[src/rtl/serial_cmd_decoder_pkg.sv]
// Shared constants and state encoding for the serial command frame decoder.
package serial_cmd_decoder_pkg;

    localparam logic [7:0] SOF_BYTE   = 8'hFF;
    localparam logic [7:0] SPACE_BYTE = 8'h00;
    localparam logic [7:0] EOF_BYTE   = 8'hEE;

    // Bytes around the payload: two SOF, one space, one LEN, two EOF.
    localparam int FRAME_OVERHEAD = 6;

    // Index of the first payload byte (after SOF, SOF, space, LEN).
    localparam int HEADER_BYTES = 4;

    typedef enum logic [2:0] {
        IDLE,
        POP,
        WAIT,
        CHECK,
        DONE
    } state_t;

endpackage

[src/rtl/serial_cmd_decoder.sv]
// Pops one framed command (FF FF 00 LEN payload EE EE) from the receive FIFO,
// validates framing byte by byte, unpacks the payload into r0..r7 and holds a
// sticky done/success result until the consumer acknowledges it.
module serial_cmd_decoder #(
    parameter int MAX_CMD_PAYLOAD_BYTES = 8
) (
    input  logic       clk,
    input  logic       rst,
    input  logic       cmd_ready,
    input  logic [7:0] data,
    input  logic       cmd_processed_received,
    output logic       cmd_read_clk,
    output logic       cmd_processed,
    output logic [7:0] cmd_bytes_processed,
    output logic       cmd_decode_success,
    output logic [7:0] cmd_payload_r0,
    output logic [7:0] cmd_payload_r1,
    output logic [7:0] cmd_payload_r2,
    output logic [7:0] cmd_payload_r3,
    output logic [7:0] cmd_payload_r4,
    output logic [7:0] cmd_payload_r5,
    output logic [7:0] cmd_payload_r6,
    output logic [7:0] cmd_payload_r7
);

    import serial_cmd_decoder_pkg::*;

    localparam logic [7:0] MAX_LEN     = 8'(MAX_CMD_PAYLOAD_BYTES);
    localparam logic [7:0] LEN_INDEX   = 8'(HEADER_BYTES - 1);
    localparam logic [7:0] PAYLOAD_IDX = 8'(HEADER_BYTES);
    localparam logic [7:0] LAST_OFFSET = 8'(FRAME_OVERHEAD - 1);

    state_t     state;
    state_t     next_state;
    logic       ready_prev;
    logic       start;
    logic [7:0] len;
    logic [7:0] byte_count;
    logic       success;
    logic [7:0] payload [8];
    logic       byte_ok;
    logic       payload_byte;
    logic       last_byte;
    logic [2:0] slot;

    assign start = (state == IDLE) && cmd_ready && !ready_prev;

    // Payload byte k arrives at index k+4; adding 4 modulo 8 is the same as subtracting 4.
    assign slot = byte_count[2:0] + 3'd4;

    // The final EOF sits at index LEN+5; LEN is still 0 before index 3 so the guard keeps it honest.
    assign last_byte = (byte_count > LEN_INDEX) && (byte_count == len + LAST_OFFSET);

    // Check the byte in data against the field its index falls in.
    always_comb begin
        byte_ok      = 1'b0;
        payload_byte = 1'b0;
        if (byte_count < 8'd2) begin
            byte_ok = (data == SOF_BYTE);
        end else if (byte_count == 8'd2) begin
            byte_ok = (data == SPACE_BYTE);
        end else if (byte_count == LEN_INDEX) begin
            byte_ok = (data <= MAX_LEN);
        end else if (byte_count < len + PAYLOAD_IDX) begin
            byte_ok      = 1'b1;
            payload_byte = 1'b1;
        end else begin
            byte_ok = (data == EOF_BYTE);
        end
    end

    // State register.
    always_ff @(posedge clk or negedge rst) begin
        if (!rst) begin
            state <= IDLE;
        end else begin
            state <= next_state;
        end
    end

    // Next-state logic: three cycles per byte, stop early on the first bad byte.
    always_comb begin
        next_state = state;
        case (state)
            IDLE:    if (start) next_state = POP;
            POP:     next_state = WAIT;
            WAIT:    next_state = CHECK;
            CHECK:   next_state = (!byte_ok || last_byte) ? DONE : POP;
            DONE:    if (cmd_processed_received) next_state = IDLE;
            default: next_state = IDLE;
        endcase
    end

    // Outputs decoded directly from state.
    always_comb begin
        cmd_read_clk  = (state == POP);
        cmd_processed = (state == DONE);
    end

    // Datapath: edge detector, byte counter, LEN, payload registers and sticky success.
    always_ff @(posedge clk or negedge rst) begin
        if (!rst) begin
            ready_prev <= 1'b0;
            byte_count <= '0;
            len        <= '0;
            success    <= 1'b0;
            payload    <= '{default: '0};
        end else begin
            ready_prev <= cmd_ready;
            if (start) begin
                byte_count <= '0;
                len        <= '0;
                success    <= 1'b0;
                payload    <= '{default: '0};
            end else if (state == CHECK) begin
                byte_count <= byte_count + 1'b1;
                if (byte_count == LEN_INDEX && byte_ok) begin
                    len <= data;
                end
                if (payload_byte) begin
                    payload[slot] <= data;
                end
                if (byte_ok && last_byte) begin
                    success <= 1'b1;
                end
            end else if (state == DONE && cmd_processed_received) begin
                success <= 1'b0;
            end
        end
    end

    assign cmd_bytes_processed = byte_count;
    assign cmd_decode_success  = success;
    assign cmd_payload_r0      = payload[0];
    assign cmd_payload_r1      = payload[1];
    assign cmd_payload_r2      = payload[2];
    assign cmd_payload_r3      = payload[3];
    assign cmd_payload_r4      = payload[4];
    assign cmd_payload_r5      = payload[5];
    assign cmd_payload_r6      = payload[6];
    assign cmd_payload_r7      = payload[7];

endmodule

[config.mk]
export PLATFORM = sky130hd
export DESIGN_NAME = serial_cmd_decoder
export DESIGN_NICKNAME = d
export VERILOG_FILES = /design/src/rtl/serial_cmd_decoder_pkg.sv /design/src/rtl/serial_cmd_decoder.sv
export SDC_FILE = /design/constraint.sdc
export NUM_CORES = 1
export LEC_CHECK = 0
export BUFFER_PORTS_ARGS = -buffer_cell sky130_fd_sc_hd__buf_4
export CAP_MARGIN = 20
export CORE_ASPECT_RATIO = 0.9
export CORE_MARGIN = 2
export CORE_UTILIZATION = 59
export CTS_CLUSTER_SIZE = 10
export DETAILED_ROUTE_END_ITERATION = 10
export PLACE_DENSITY_LB_ADDON = 0.25
export RECOVER_POWER = 25
export SYNTH_ARGS = -nofsm -noshare
export SYNTH_HDL_FRONTEND = slang
export SYNTH_SLANG_ARGS = --single-unit
[constraint.sdc]
create_clock -name clk -period 5.8 [get_ports clk]
set_input_delay 0 -clock clk [delete_from_list [all_inputs] [get_ports clk]]
set_output_delay 0 -clock clk [all_outputs]
set_load 0.005 [all_outputs]
==> run metrics, run 1 <==
post-synthesis cell count=433; internal power=between 0.001 and 0.0015 W; max cap viols=0; Sum Neg Setup Slack=0 ns; most frequent cells in the layout=87 x buf_4, 85 x dfrtp_1, 75 x nand2_1; HP Class=input port to flip-flop; Setup crit start kind=flip-flop; Syn-to-layout area delta=24.75%; CTS root buf=clkbuf_8; Clock Latency Late Sink=0.36 ns; Die H=82.59 µm; FF-to-FF setup slack=2.63 ns; Compound-Gate Fraction of Synth Area=between 10% and 20%; Initial Util=61.15%; post-CTS resize count=0; post-route core utilization=76.29%; PnR worst setup slack=between 2 and 3 ns; share of layout cells above drive strength 1=about a fifth; largest vdd supply drop=approximately 0.28 mV; post-route ant nets=0; Post-Route WL=10250 µm; sequential share of the synthesized area=around 53%; post-synth net total=between 400 and 500; pins over their slew limit=0; Post-Route Skew=0.009815 ns; port bufs=86; Post-CTS Hold Fix Bufs=11; GR Overflow Total=0; via count=~3500; clock transition at the registers of the reported paths=0.09 ns; pwr dens=approximately 430 nW/µm²; critical path type=flip-flop to flip-flop; Cell Area, Synth=between 4000 and 5000 µm²; pre-CTS setup slack=approximately 2.7 ns; Leak=2.337 nW; Die X=between 90 and 100 µm; CP max FO=9; gpl congestion=0.8405; DP HPWL=6552 µm; Worst EP arrival=3.44 ns; commonest non-fill, non-tap cell in the layout=buf_4; Synth Area in Adders=roughly 4%; Synth Area in Simple Gates=21.38%; initial antenna violation count=0; Num CTS Buffers=9; worst-margin pin slew=1.422 ns; xor-xnor portion of the synthesized cell area=3.894%; DRT iter0 DRCs=261; CTS max path bufs=2; most used routing layer=met2; Distinct cells, synth=40; Setup violations, final=0; switching share of power=36.93%; ys async rst share=100.0%; Clock Sink Count=85; CTS tree=done; most used flip-flop cell after synthesis=dfrtp_1; Syn Area/Cell=9.351 µm²; clock share of power=19.7%; post-CTS setup buffers=0; Gate power share=36.3%; fin crit period=3.166 ns; vias per cell=about 5.7; met2 Resource Use GR=between 40% and 50%; Worst setup EP type=flip-flop; WL/cell=~17 µm; f_max=315.8 MHz; first-pass GRT wire length=16290 µm; met3 Use GR=6.987%; Site Rows=28; largest net degree at the start of global routing=slightly below 90; RSZ-0062 raised after global routing=false; First-pass DRT Iterations=5; Core Region=6621 µm²; fin nets=roughly 540; period utilisation layout=54.59%; final worst hold slack=0.3608 ns; required time at the worst-slack endpoint=6.07 ns; CTS HTree Levels=3; Slew HR=under 10%; DRC viols=0; largest family of logic cells by synthesized area=simple AND/OR/NAND/NOR gates; IO Pins=87; total track usage=27.52%; mux contribution to synthesized area=1.978%; DIE AREA=7542 µm²; final hold violations=0; Antenna Cells=0; Syn. warnings=0; Switch Pwr=0.0007980 W; FF+latch count, synth=85; met1 Usage GRT=37.55%; outcome=completed; number of flops mapped to enable cells by yosys=0; Reg power frac=44.0%; vias in the first global route=approximately 3300
## state kept, by name, indices dropped and copies added, names as in the netlist
| register | count |
|---|---|
| cmd_payload_r5 | 8 |
| len | 8 |
| cmd_payload_r6 | 8 |
| cmd_payload_r0 | 8 |
| state | 3 |
| cmd_payload_r2 | 8 |
| cmd_payload_r3 | 8 |
| ready_prev | 1 |
| cmd_bytes_processed | 8 |
| cmd_payload_r4 | 8 |
| cmd_decode_success | 1 |
| cmd_payload_r1 | 8 |
| cmd_payload_r7 | 8 |
## kinds of logic (layout without fill, tap and decap cells)
group                    Yosys count  count (layout)
buffers and inverters             35             123
AND/OR/NAND/NOR                  179             179
XOR/XNOR                          18              18
flip-flops                        85              85
AO/OA/AOI/OAI                     95              95
adder cells (fa/ha/maj)           13              13
multiplexers                       8               8
## cell type report
type / count / area (µm²)
multi-input combinational: 313 / 1792
inverter: 6 / 22.52
timing repair buffer: 101 / 798.3
fill: 457 / 1570
clock inverter: 7 / 75.07
clock buffer: 9 / 123.9
sequential: 85 / 2127
tap: 90 / 112.6
## power by group through the flow
stage                     logic, W  registers (W)  clock network [W]
after floorplan           0.000460       0.000891                  0
after global placement    0.000751       0.000950                  0
after detailed placement  0.000773       0.000955                  0
after CTS                 0.000785       0.000946           0.000432
after global routing      0.000873       0.000977           0.000458
final                     0.000784       0.000950           0.000427
## path summary, 6_finish.rpt
check / startpoint / endpoint / cells after the start
worst min-delay path: cmd_ready / ready_prev / 2
worst max register to register: len[3] / len[5] / 10
min in group asynchronous: rst / cmd_payload_r7[7] / 2
worst min register to register: cmd_payload_r6[5] / cmd_payload_r6[5] / 2
worst max-delay path: len[3] / len[5] / 10
max in group asynchronous: rst / cmd_payload_r1[3] / 3
## synthesized netlist by cell type, types with 6 or more instances
cell type | n | area (µm²)
inv_1 | 6 | 22.52
ha_1 | 13 | 162.7
xnor2_1 | 10 | 87.58
mux2i_1 | 8 | 80.08
dfrtp_1 | 85 | 2127
a21oi_1 | 8 | 40.04
nor2_1 | 13 | 48.80
o21ai_0 | 72 | 360.4
xor2_1 | 8 | 70.07
nand3_1 | 54 | 270.3
clkbuf_1 | 27 | 101.4
nand2_1 | 75 | 281.5
## critical path: stages, from the launching register on
cell and delay, ns:
dfrtp_1 0.53, ha_1 0.28, nand3_1 0.11, xor2_1 0.17, ha_1 0.31, a21o_1 0.17, a21o_1 0.20, nor4_1 0.37
nor2_1 0.17, nor3_4 0.52, mux2i_1 0.25
## stage by stage
step / instances / total power [W] / cell area, µm²
after detailed placement: 583 / 0.001728 / 4722
final: 611 / 0.002161 / 5051
after CTS: 610 / 0.002163 / 5031
after global routing: 611 / 0.002309 / 5051
after global placement: 583 / 0.001700 / 4722
after floorplan: 433 / 0.001351 / 4049
## metal layers
layer	part of all wire, %	up-vias
met4	1.6	0
li1	-	1681
met5	0	-
met2	48	140
met3	6.3	21
met1	44	1660
(Power assumes the default switching activity.)
==> run 2, diff against run 1 <==
--- a/config.mk
+++ b/config.mk
@@ -9,7 +9,7 @@
 export CAP_MARGIN = 20
 export CORE_ASPECT_RATIO = 0.9
 export CORE_MARGIN = 2
-export CORE_UTILIZATION = 59
+export CORE_UTILIZATION = 54
 export CTS_CLUSTER_SIZE = 10
 export DETAILED_ROUTE_END_ITERATION = 10
 export PLACE_DENSITY_LB_ADDON = 0.25
==> constraint.sdc (replaced) <==
create_clock -name clk -period 3 [get_ports clk]
set_input_delay 0 -clock clk [delete_from_list [all_inputs] [get_ports clk]]
set_output_delay 0 -clock clk [all_outputs]
set_load 0.005 [all_outputs]
==> run 2 against run 1 <==
Against the previous run: the flow now finishes with violations (max-capacitance violations, max-slew violations); global-route usage shrank 1.1 points; via count grew 1.9%; wire length is essentially flat; clock power grew 87%; worst hold slack lost 0.032 ns; first-iteration DRC count shrank 25%; total power grew 95%; critical path depth grew 1; die area grew 8.8%; critical endpoint is now len[6]; largest power group unchanged.
==> run metrics, run 2 (synthesis gave the netlist of run 1 again) <==
Leak=2.392 nW (+2.4%); worst r2r src=len[2]; CP Cell Sequence=ha_1 > nand3_1 > xor2_1 > ha_1 > a21o_1 > a21o_1 > nor4_2 > nor2_1 > nor3_4 > buf_6 > mux2i_1; Core Region=7148 µm² (+8.0%); share of layout cells above drive strength 1=22.79% (+1.9 points); switching share of power=36.46% (-0.47 points); Worst Setup SP=len[2]; vias per cell=5.718 (-0.24%); Antenna Cells=0 (unchanged); pwr dens=819.2 nW/µm² (+92%); Die X=95.28 µm (+4.3%); Reg power frac=42.8% (-1.2 points); CTS HTree Levels=3 (unchanged); vias in the first global route=3322 (+1.4%); period utilisation layout=94.38% (+40 points); Die H=86.15 µm (+4.3%); Gate power share=38.2% (+1.9 points); clock share of power=19.0% (-0.7 points); Post-Route Skew=0.008203 ns (-0.001612 ns); pins over their slew limit=28 (+28); filler cell count=535 (+17%); initial antenna violation count=0 (unchanged); slowest CP cell=dfrtp_2; Setup crit start kind=flip-flop; DRT iter0 DRCs=195 (-25%); Setup violations, final=0 (unchanged); DP HPWL=7002 µm (+6.9%); f_max=353.2 MHz (+12%); placed cells=596 (+2.2%); Critical Path Sink=len[6]; largest net degree at the start of global routing=86 (-2.3%); Worst setup EP type=flip-flop; commonest non-fill, non-tap cell in the layout=buf_4; most frequent cells in the layout=96 x buf_4, 84 x dfrtp_1, 74 x nand2_1; required time at the worst-slack endpoint=3.27 ns (-2.80 ns); WL/cell=16.43 µm (-2.1%); dpl cell area=4801 µm² (+1.7%); worst-margin pin slew=1.615 ns (+0.1930 ns); Clock Latency Late Sink=0.35 ns (about the same); IO Pins=87 (unchanged); Initial Util=56.64% (-4.5 points); R2R depth=11 (+1); post-CTS setup buffers=0 (unchanged); via count=3568 (+1.9%); outcome=finished with violations; RSZ-0062 raised after global routing=false; gpl congestion=0.9009 (+7.2%); final hold violations=0 (unchanged); Clock Sink Count=85 (unchanged); total track usage=26.43% (-1.1 points); clock transition at the registers of the reported paths=0.08 ns (about the same); Num CTS Buffers=9 (unchanged); WHS Path Cells=2 (unchanged); Worst EP arrival=3.10 ns (-0.34 ns); Syn-to-layout area delta=26.95%; GR Overflow Total=0 (unchanged); critical path type=flip-flop to flip-flop; max cap viols=1 (+1); largest vdd supply drop=0.3934 mV (+41%); first-pass GRT wire length=16540 µm (+1.5%); DIE AREA=8207 µm² (+8.8%); DRC viols=0 (unchanged); RR Endpoint=len[6]; port bufs=86 (unchanged); CP max FO=8 (-1); Post-Route WL=10250 µm (about the same); CTS max path bufs=2 (unchanged); HP Class=input port to flip-flop; CP max stage delay=0.47 ns (-0.06 ns); fin cells=624 (+2.1%); Switch Pwr=0.001535 W (+92%); internal power=0.002675 W (+96%); Design Area, Final=5140 µm² (+1.8%); fin crit period=2.831 ns (-0.3349 ns); First-pass DRT Iterations=5 (unchanged); Slew HR=-7.645% (-13 points); Sum Neg Setup Slack=0 ns (unchanged); FF-to-FF setup slack=0.17 ns (-2.47 ns); failing checks=max-capacitance violations, max-slew violations; post-route ant nets=0 (unchanged); fin nets=551 (+1.8%); CTS tree=done; Site Rows=29 (+3.6%); CTS root buf=clkbuf_8
run 2: stage by stage:
stage / total power, W / utilization [%] / hold WS [ns] / setup slack [ns]
finish: 0.004210 / 71.91 / 0.3286 / 0.1685
global route: 0.004507 / 71.91 / 0.3175 / 0.001602
detailed placement: 0.003403 / 67.16 / 0.1230 / 0.05529
global placement: 0.003330 / 67.16 / 0.1215 / 0.2087
CTS: 0.004212 / 71.38 / 0.2932 / 0.02604
floorplan: 0.002612 / - / -0.2956 / 0.2219
run 2: worst min-delay path by stage:
stage              start                     end  slack, ns
2_1_floorplan        rst  cmd_bytes_processed[0]      -0.30
3_3_place_gp   cmd_ready              ready_prev       0.12
3_5_place_dp   cmd_ready              ready_prev       0.12
4_1_cts        cmd_ready              ready_prev       0.29
5_1_grt        cmd_ready              ready_prev       0.32
6_report       cmd_ready              ready_prev       0.33
run 2: worst max-delay path, delay by kind of cell (launching register included):
kind | cells | cell delay [ns]
DFF | 1 | 0.47
xor gates and xnor gates | 1 | 0.18
adders and majority gates | 2 | 0.53
AOI/OAI and AO/OA | 2 | 0.37
buffers and inverters | 1 | 0.18
muxes | 1 | 0.21
and+or+nand+nor | 4 | 0.79
run 2: metal layers:
| layer | track usage (%) | up-vias | wire length [µm] |
|---|---|---|---|
| met3 | 8.436 | 13 | 712 |
| met5 | 0 | - | 0 |
| met1 | 35.74 | 1739 | 4363 |
| met2 | 41.36 | 117 | 5071 |
| li1 | - | 1699 | - |
| met4 | 7.246 | 0 | 106 |
run 2: power by group through the flow:
stage / combinational [W] / sequential [W] / clock, W
2_1_floorplan: 0.000889 / 0.00172 / 0
4_1_cts: 0.00160 / 0.00180 / 0.000814
5_1_grt: 0.00180 / 0.00184 / 0.000866
3_3_place_gp: 0.00153 / 0.00180 / 0
3_5_place_dp: 0.00159 / 0.00182 / 0
6_report: 0.00161 / 0.00180 / 0.000800
run 2: cell type report:
type	instances	area (µm²)	share of cell area, %
Multi-Input combinational cell	313	1800	35.03
Clock buffer	11	131.4	2.556
Inverter	6	22.52	0.4382
Clock inverter	5	60.06	1.168
Timing Repair Buffer	111	880.8	17.14
Tap cell	93	116.4	2.264
Sequential cell	85	2128	41.41
run 2: what timing repair did:
item | CTS | global route
hold endpoints to repair | 112 | 0
hold buffers | 11 | 0
resized for setup | 0 | 4
setup endpoints to repair | 0 | 22
==> run 3, diff against run 2 <==
==> constraint.sdc (replaced) <==
create_clock -name clk -period 2.7 [get_ports clk]
set_input_delay 0 -clock clk [delete_from_list [all_inputs] [get_ports clk]]
set_output_delay 0 -clock clk [all_outputs]
set_load 0.005 [all_outputs]
==> run 3 against run 2 <==
Against the previous run: die area stayed put; sequential power is 10% higher; largest cell class unchanged; critical path type unchanged; worst hold slack improved by 0.0081 ns; largest power group is now combinational cells; the flow now finishes without violations; sequential cell count stayed put; critical path depth unchanged; sequential share of layout area is 1.7 points lower; non-clock buffer count grew 10; critical endpoint is now cmd_payload_r1[5]; clock skew is essentially flat.
==> run metrics, run 3 (synthesis gave the netlist of run 1 again) <==
register area=2127 µm² (about the same); fin crit period=2.629 ns (-0.2025 ns); CTS root buf=clkbuf_8; first-pass GRT wire length=17360 µm (+5.0%); FF-to-FF setup slack=0.07 ns (-0.10 ns); DIE AREA=8207 µm² (unchanged); CTS tree=done; Post-Route WL=11050 µm (+7.8%); Post-Route Skew=0.008332 ns (+0.0001291 ns); f_max=380.4 MHz (+7.7%); Slew HR=28.20% (+36 points); final hold violations=0 (unchanged); Num CTS Buffers=9 (unchanged); filler cell count=482 (-9.9%); most frequent cells in the layout=93 x buf_4, 85 x dfrtp_1, 74 x nand2_1; pins over their slew limit=0 (-100%); Sum Neg Setup Slack=0 ns (unchanged); required time at the worst-slack endpoint=2.94 ns (-0.33 ns); post-route ant nets=0 (unchanged); RR Endpoint=cmd_payload_r1[5]; Syn-to-layout area delta=32.39%; vias per cell=5.727 (+0.16%); gpl congestion=0.9150 (+1.6%); R2R depth=11 (unchanged); GR Overflow Total=0 (unchanged); area of the multi-input gates=1927 µm² (+7.0%); via count=3631 (+1.8%); max cap viols=0 (-1); largest net degree at the start of global routing=86 (unchanged); Clock Latency Late Sink=0.37 ns (+0.02 ns); Antenna Cells=0 (unchanged); clock transition at the registers of the reported paths=0.09 ns (about the same); Design Power=0.005014 W (+19%); Worst setup EP type=flip-flop; Setup crit start kind=flip-flop; Die X=95.28 µm (unchanged); total track usage=27.57% (+1.1 points); pwr dens=935.4 nW/µm² (+14%); CTS HTree Levels=3 (unchanged); share of layout cells above drive strength 1=27.17% (+4.4 points); CP max FO=8 (unchanged); largest vdd supply drop=0.4668 mV (+19%); port bufs=86 (unchanged); DRC viols=0 (unchanged); Initial Util=56.64% (unchanged); initial antenna violation count=0 (unchanged); Worst EP arrival=2.87 ns (-0.23 ns); DP HPWL=7231 µm (+3.3%); Site Rows=29 (unchanged); Core Region=7148 µm² (unchanged); Setup violations, final=0 (unchanged); CTS max path bufs=2 (unchanged); DRT iter0 DRCs=203 (+4.1%); outcome=completed; Clock Sink Count=85 (unchanged); commonest non-fill, non-tap cell in the layout=buf_4; RSZ-0062 raised after global routing=true; worst r2r src=len[2]; vias in the first global route=3451 (+3.9%); Die H=86.15 µm (unchanged); Leak=2.477 nW (+3.6%); HP Class=input port to async pin; WL/cell=17.43 µm (+6.1%); fin nets=561 (+1.8%); IO Pins=87 (unchanged); critical path type=flip-flop to flip-flop; First-pass DRT Iterations=5 (unchanged); worst-margin pin slew=1.077 ns (-0.5377 ns); period utilisation layout=97.37% (+3.0 points)
## run 3: changes by cell type in the layout (fill, tap and decap cells not counted), moves of 2 or more
cell	before	now
ha_4	0	3
clkbuf_4	1	10
buf_4	96	93
ha_1	13	10
nand3_2	0	2
clkbuf_1	3	0
buf_6	1	4
o21ai_0	72	68
nand3_1	54	52
o21ai_1	0	3
clkbuf_2	0	2
## run 3: where the power goes
group          switching (W)  internal (W)
clock               0.000488      0.000459
sequential          0.000326       0.00165
combinational        0.00107       0.00102
total                0.00189       0.00313
## run 3: what timing repair did
item | in CTS | in global routing
cloned | 0 | 1
endpoints found under the hold margin | 112 | 0
hold buffers | 11 | 0
pin swaps | 2 | 5
setup endpoints to repair | 16 | 68
gates resized for setup | 6 | 25
setup buffers | 0 | 2
## run 3: final cells by class
type                       instances  area share [%]
timing repair buffer             121           17.88
clock buffer                      10           2.568
inverter                           6          0.4202
sequential                        85           39.68
multi-input combinational        313           35.95
clock inverter                     6           1.331
tap                               93           2.171
## run 3: worst max path at each step
stage               startpoint                 to  depth (start not counted)
global route            len[2]  cmd_payload_r1[5]                         11
floorplan               len[2]  cmd_payload_r7[5]                         10
finish                  len[2]  cmd_payload_r1[5]                         11
CTS                     len[2]             len[4]                         11
detailed placement      len[2]             len[4]                         11
global placement        len[2]             len[4]                         11
## run 3: per-layer routing
metal	vias up	share of wire, %	GRT usage, %
met5	-	0	0
met4	0	1.8	7.510
met3	20	6.4	7.206
met2	125	49	44.37
met1	1766	43	37.22
li1	1720	-	-
## run 3: through the flow
stage / hold WS (ns) / instance area (µm²) / utilization, % / cells / worst slack [ns]
after floorplan: -0.2956 / 4054 / - / 433 / -0.007128
after detailed placement: 0.1264 / 4871 / 68.14 / 603 / -0.1485
after CTS: 0.2856 / 5221 / 73.04 / 630 / -0.01802
after global placement: 0.1205 / 4871 / 68.14 / 603 / -0.02099
after global routing: 0.3400 / 5360 / 74.99 / 634 / -0.08781
final: 0.3367 / 5360 / 74.99 / 634 / 0.07104
## run 3: worst max-delay path: stages (launching register included)
cell,delay (ns)
dfrtp_1,0.44
ha_4,0.18
nand3_2,0.09
xor2_1,0.16
ha_1,0.30
a21o_1,0.16
a21o_1,0.22
nor4b_4,0.41
nand3_2,0.16
clkbuf_4,0.20
nand3_1,0.09
o21ai_0,0.09
